### src/rtl/synth_audio_pkg.sv
// synth_audio_pkg: shared audio widths and I2S constants for the synthesizer output path.
package synth_audio_pkg;
  localparam int AUDIO_W = 16;
  localparam int SLOT_BITS_DEFAULT = 32;
  localparam logic LR_LEFT = 1'b0;
  localparam logic LR_RIGHT = 1'b1;
endpackage

### src/rtl/i2s_bclk_gen.sv
// i2s_bclk_gen: divides clk down to BCLK and flags the clk cycle in which BCLK falls.
module i2s_bclk_gen #(
  parameter int BCLK_HALF_DIV = 8
) (
  input  logic clk,
  input  logic reset_n,
  output logic bclk_o,
  output logic fall_evt_o
);
  localparam int DW = BCLK_HALF_DIV > 1 ? $clog2(BCLK_HALF_DIV) : 1;
  logic [DW-1:0] div_q, div_d;
  logic bclk_q, bclk_d, tc;
  always_comb begin
    tc = div_q == DW'(BCLK_HALF_DIV - 1);
    div_d = tc ? '0 : div_q + DW'(1);
    bclk_d = tc ? ~bclk_q : bclk_q;
  end
  always_ff @(posedge clk or negedge reset_n) begin
    if (!reset_n) begin
      div_q <= '0;
      bclk_q <= 1'b0;
    end else begin
      div_q <= div_d;
      bclk_q <= bclk_d;
    end
  end
  assign bclk_o = bclk_q;
  assign fall_evt_o = tc & bclk_q;
endmodule

### src/rtl/i2s_dac_tx.sv
// i2s_dac_tx: serializes one mono sample per frame to both I2S channels with a
// single-entry valid/ready holding register in front of the active sample.
module i2s_dac_tx
  import synth_audio_pkg::*;
#(
  parameter int DATA_WIDTH = AUDIO_W,
  parameter int SLOT_BITS = SLOT_BITS_DEFAULT,
  parameter int BCLK_HALF_DIV = 8
) (
  input  logic                  clk,
  input  logic                  reset_n,
  input  logic [DATA_WIDTH-1:0] sample_in,
  input  logic                  sample_valid,
  output logic                  sample_ready,
  output logic                  frame_start,
  output logic                  underrun,
  output logic                  bclk,
  output logic                  lrck,
  output logic                  dacdat
);
  localparam int BW = $clog2(2 * SLOT_BITS);
  localparam logic [BW-1:0] LAST = BW'(2 * SLOT_BITS - 1);
  logic [BW-1:0] bit_q, bit_d, p;
  logic [DATA_WIDTH-1:0] hold_q, hold_d, act_q, act_d, sh;
  logic lrck_q, lrck_d, dat_q, dat_d, fs_q, fs_d, ur_q, ur_d, full_q, full_d;
  logic fall, load, accept;
  i2s_bclk_gen #(.BCLK_HALF_DIV(BCLK_HALF_DIV)) u_bclk (
    .clk(clk),
    .reset_n(reset_n),
    .bclk_o(bclk),
    .fall_evt_o(fall)
  );
  // Load decision uses pre-edge full_q, so an accept on the load edge waits a frame.
  always_comb begin
    bit_d = fall ? (bit_q == LAST ? '0 : bit_q + BW'(1)) : bit_q;
    load = fall && bit_d == '0;
    accept = sample_valid && !full_q;
    act_d = load && full_q ? hold_q : act_q;
    hold_d = accept ? sample_in : hold_q;
    full_d = accept ? 1'b1 : (load ? 1'b0 : full_q);
    p = bit_d >= BW'(SLOT_BITS) ? bit_d - BW'(SLOT_BITS) : bit_d;
    sh = act_d << (p - BW'(1));
    dat_d = fall ? (p != '0 && p <= BW'(DATA_WIDTH) && sh[DATA_WIDTH-1]) : dat_q;
    lrck_d = fall && bit_d == '0 ? LR_LEFT : (fall && bit_d == BW'(SLOT_BITS) ? LR_RIGHT : lrck_q);
    fs_d = load;
    ur_d = load && !full_q;
  end
  always_ff @(posedge clk or negedge reset_n) begin
    if (!reset_n) begin
      bit_q <= LAST;
      lrck_q <= LR_RIGHT;
      dat_q <= 1'b0;
      fs_q <= 1'b0;
      ur_q <= 1'b0;
      full_q <= 1'b0;
      hold_q <= '0;
      act_q <= '0;
    end else begin
      bit_q <= bit_d;
      lrck_q <= lrck_d;
      dat_q <= dat_d;
      fs_q <= fs_d;
      ur_q <= ur_d;
      full_q <= full_d;
      hold_q <= hold_d;
      act_q <= act_d;
    end
  end
  assign sample_ready = !full_q;
  assign frame_start = fs_q;
  assign underrun = ur_q;
  assign lrck = lrck_q;
  assign dacdat = dat_q;
endmodule

### config.mk
export PLATFORM = sky130hd
export DESIGN_NAME = i2s_dac_tx
export DESIGN_NICKNAME = d
export VERILOG_FILES = /design/src/rtl/synth_audio_pkg.sv /design/src/rtl/i2s_bclk_gen.sv /design/src/rtl/i2s_dac_tx.sv
export SDC_FILE = /design/constraint.sdc
export NUM_CORES = 1
export LEC_CHECK = 0
export CAP_MARGIN = 25
export CORE_ASPECT_RATIO = 1.1
export CORE_MARGIN = 2
export CORE_UTILIZATION = 60
export DETAILED_ROUTE_END_ITERATION = 8
export DONT_BUFFER_PORTS = 1
export PLACE_DENSITY = 0.84
export RECOVER_POWER = 25
export SYNTH_ARGS = -nofsm -noshare
export SYNTH_HDL_FRONTEND = slang
export SYNTH_SLANG_ARGS = --single-unit
export TNS_END_PERCENT = 10
### constraint.sdc
create_clock -name clk -period 3.5 [get_ports clk]
set_input_delay 0.7 -clock clk [delete_from_list [all_inputs] [get_ports clk]]
set_output_delay 0.7 -clock clk [all_outputs]
set_load 0.005 [all_outputs]
==> metrics <==
skew final=0.0104 ns; CTS sink cnt=47; Tightest Pin Transition=0.431 ns; crit-path max FO=8; Post-Syn Nets=240; grt met1 use=28.0%; busiest layer in global routing=met2; first-pass GRT wire length=7530 µm; worst skew pair latency=0.30 ns; area delta synth->final=9.01%; H-tree depth=2; HPWL after DPL=3230 µm; Post-synth EDFFs=0; Leak Pwr=1.27 nW; Achievable Freq=0.305 GHz; crit-path leading delay family=compound AO/OA/AOI/OAI gates; CP cell instances=ha_4 > and3_1 > a311oi_2 > a21oi_2 > ha_1 > nand3_1 > a21oi_1 > o21ai_1 > nor2_2 > buf_4 > mux2_2 > a21o_1 > a22oi_1 > o211ai_1; worst setup path class=flop to flop; Setup TNS Final=0 ns; CP max stage delay=0.65 ns; Longest Clk Path Bufs=2; die area=4620 µm²; fill count=316; synthesis warning total=0; via/cell ratio=6.00; all-layer global routing usage=21.2%; Worst Hold Class=primary input to async pin; register area share after synthesis=48.2%; status=completed; initial antenna violation count=0; power per cell area=353 nW/µm²; clock slew at reported path FFs=0.08 ns; Hold-fix buffers, CTS=0; Worst setup SP type=flop; placeable core area=3960 µm²; DR WL/cell=16.4 µm; Residual DRC=0; fraction of layout cells with a size suffix above 1=31.1%; crit share post-route=93.8%; Final Hold Viols=0; largest net degree at the start of global routing=48; placed cell count=267; RSZ-0062 raised after global routing=no; diode count=0; final wirelength=4540 µm; row count=24; via count=1,663; Starting Density=62.0%; Die Span Y=71.1 µm; DR pass1 iterations=4; post-route ant nets=0; Synth Register Bits=47; max cap viols=0; Pwr Total=0.947 mW; Final min period=3.28 ns; Crit path required time=3.66 ns; GP Congestion=0.856; IO Pins=25; First DRT Iteration DRCs=166; post-synth cell types=56; Final Non-Filler Cells=277; slew margin rel.=71.1%; GRT overflow=0; GR Util met2=33.8%; post-synthesis cell area=2460 µm²; final setup vio count=0; met3 usage=4.61%; Post-Syn Instances=216; Main synth FF type=dfrtp_1; Net count, final=248; CP Capture Type=flop; vias in the first global route=1,615; CTS root buf=clkbuf_8; Max VDD drop=256 µV; CTS buffer count=5; port bufs=0; CP Buf/Inv Count=1; TritonCTS clock tree=yes; Worst EP arrival=3.45 ns; final slew viol count=0; Die Wd=65.0 µm; CP max stage cell=dfstp_2; Post-Syn Area per Cell=11.4 µm²; asr flop ratio synth=100%
==> layout make-up <==
cell class                      instances  area (µm²)  share of cell area (%)
Clock buffer                            8         100                    3.74
Inverter                               11        41.3                    1.54
Multi-Input combinational cell        149        1210                    45.1
Sequential cell                        47        1180                    44.2
Tap cell                               52        65.1                    2.43
Timing Repair Buffer                   10        78.8                    2.94
==> worst register-to-register path, stage by stage (launching register included) <==
cell and delay [ns]:
dfstp_2 0.65, ha_4 0.21, and3_1 0.17, a311oi_2 0.13
a21oi_2 0.22, ha_1 0.22, nand3_1 0.08, a21oi_1 0.14
o21ai_1 0.13, nor2_2 0.23, buf_4 0.16, mux2_2 0.34
a21o_1 0.18, a22oi_1 0.16, o211ai_1 0.13
==> Yosys cell counts, types with 3 or more instances <==
cell / n / share of area (%)
dfrtp_1: 40 / 41
mux2_2: 21 / 9.6
nand2_1: 17 / 2.6
inv_1: 11 / 1.7
nor2_1: 11 / 1.7
dfstp_2: 7 / 7.5
and3_1: 6 / 1.5
nand3_1: 6 / 1.2
a21oi_1: 5 / 1.0
ha_1: 5 / 2.5
mux2i_1: 5 / 2.0
o21ai_0: 5 / 1.0
a21o_1: 4 / 1.2
nor3_1: 4 / 0.81
or2_2: 4 / 1.0
a22oi_1: 3 / 0.92
buf_2: 3 / 0.61
nand4_1: 3 / 0.76
o21ai_1: 3 / 0.61
xor2_1: 3 / 1.1
==> cell families (layout without fill, tap and decap cells) <==
| group | count (synthesis) | after routing | synth area share (%) |
|---|---|---|---|
| simple gates | 63 | 63 | 13.1 |
| compound gates | 49 | 49 | 17.4 |
| flops | 47 | 47 | 48.2 |
| mux | 27 | 27 | 12.3 |
| buf+inv | 20 | 29 | 4.12 |
| fa+ha+maj | 5 | 5 | 2.55 |
| xor+xnor | 5 | 5 | 2.34 |
==> routing by layer <==
metal / part of all wire, % / vias to the layer above
met2: 48 / 45
met3: 5.0 / 11
met4: 2.4 / 0
met1: 45 / 803
met5: 0 / -
li1: - / 804
==> metrics by stage <==
stage	area, µm²	hold slack, ns	utilization [%]	setup WS (ns)
after global routing	2680	0.0705	67.6	0.0271
after floorplan	2460	0.403	-	0.325
after global placement	2520	0.405	63.6	0.176
final	2680	0.0888	67.6	0.216
after detailed placement	2520	0.405	63.6	0.0180
after CTS	2630	0.0812	66.3	0.0778
==> sequential cells by signal, summed over array words and instances, names as in the netlist <==
register and count:
underrun 1, u_bclk.bclk_o 1, lrck 1, full_q 1, bit_q 6, hold_q 16, frame_start 1, act_q 16
u_bclk.div_q 3, dacdat 1
==> where the power goes <==
| group | leakage [nW] | internal (mW) | switching (mW) |
|---|---|---|---|
| clock network | 0.0515 | 0.180 | 0.167 |
| registers | 0.597 | 0.565 | 0.0138 |
| logic | 0.619 | 0.0162 | 0.00508 |
| total | 1.27 | 0.761 | 0.186 |
==> path summary, 6_finish.rpt <==
kind                              endpoint  cells after the start  slack, ns       startpoint
setup / recovery                    dacdat                     14       0.22         bit_q[0]
hold / removal                    underrun                      0       0.09          reset_n
setup reg to reg                    dacdat                     14       0.22         bit_q[0]
hold reg to reg            u_bclk.div_q[0]                      1       0.43  u_bclk.div_q[0]
max in group asynchronous         bit_q[0]                      0       3.22          reset_n
min in group clk           u_bclk.div_q[0]                      1       0.43  u_bclk.div_q[0]
==> what timing repair did <==
action / CTS / global route
setup endpoints to repair: 1 / 1
buffers inserted: 0 / 2
pin swaps: 0 / 1
resized for setup: 1 / 8
gates cloned: 0 / 0
==> cell usage in the layout, fill, tap and decap left out, types with 6 or more instances in the layout <==
cell type and count:
and3_1 6, nand3_1 6, buf_4 9, inv_1 11, dfstp_2 7, nor2_1 11, mux2_2 21, dfrtp_1 40
clkbuf_8 7, nand2_1 16
(Power assumes the default switching activity.)
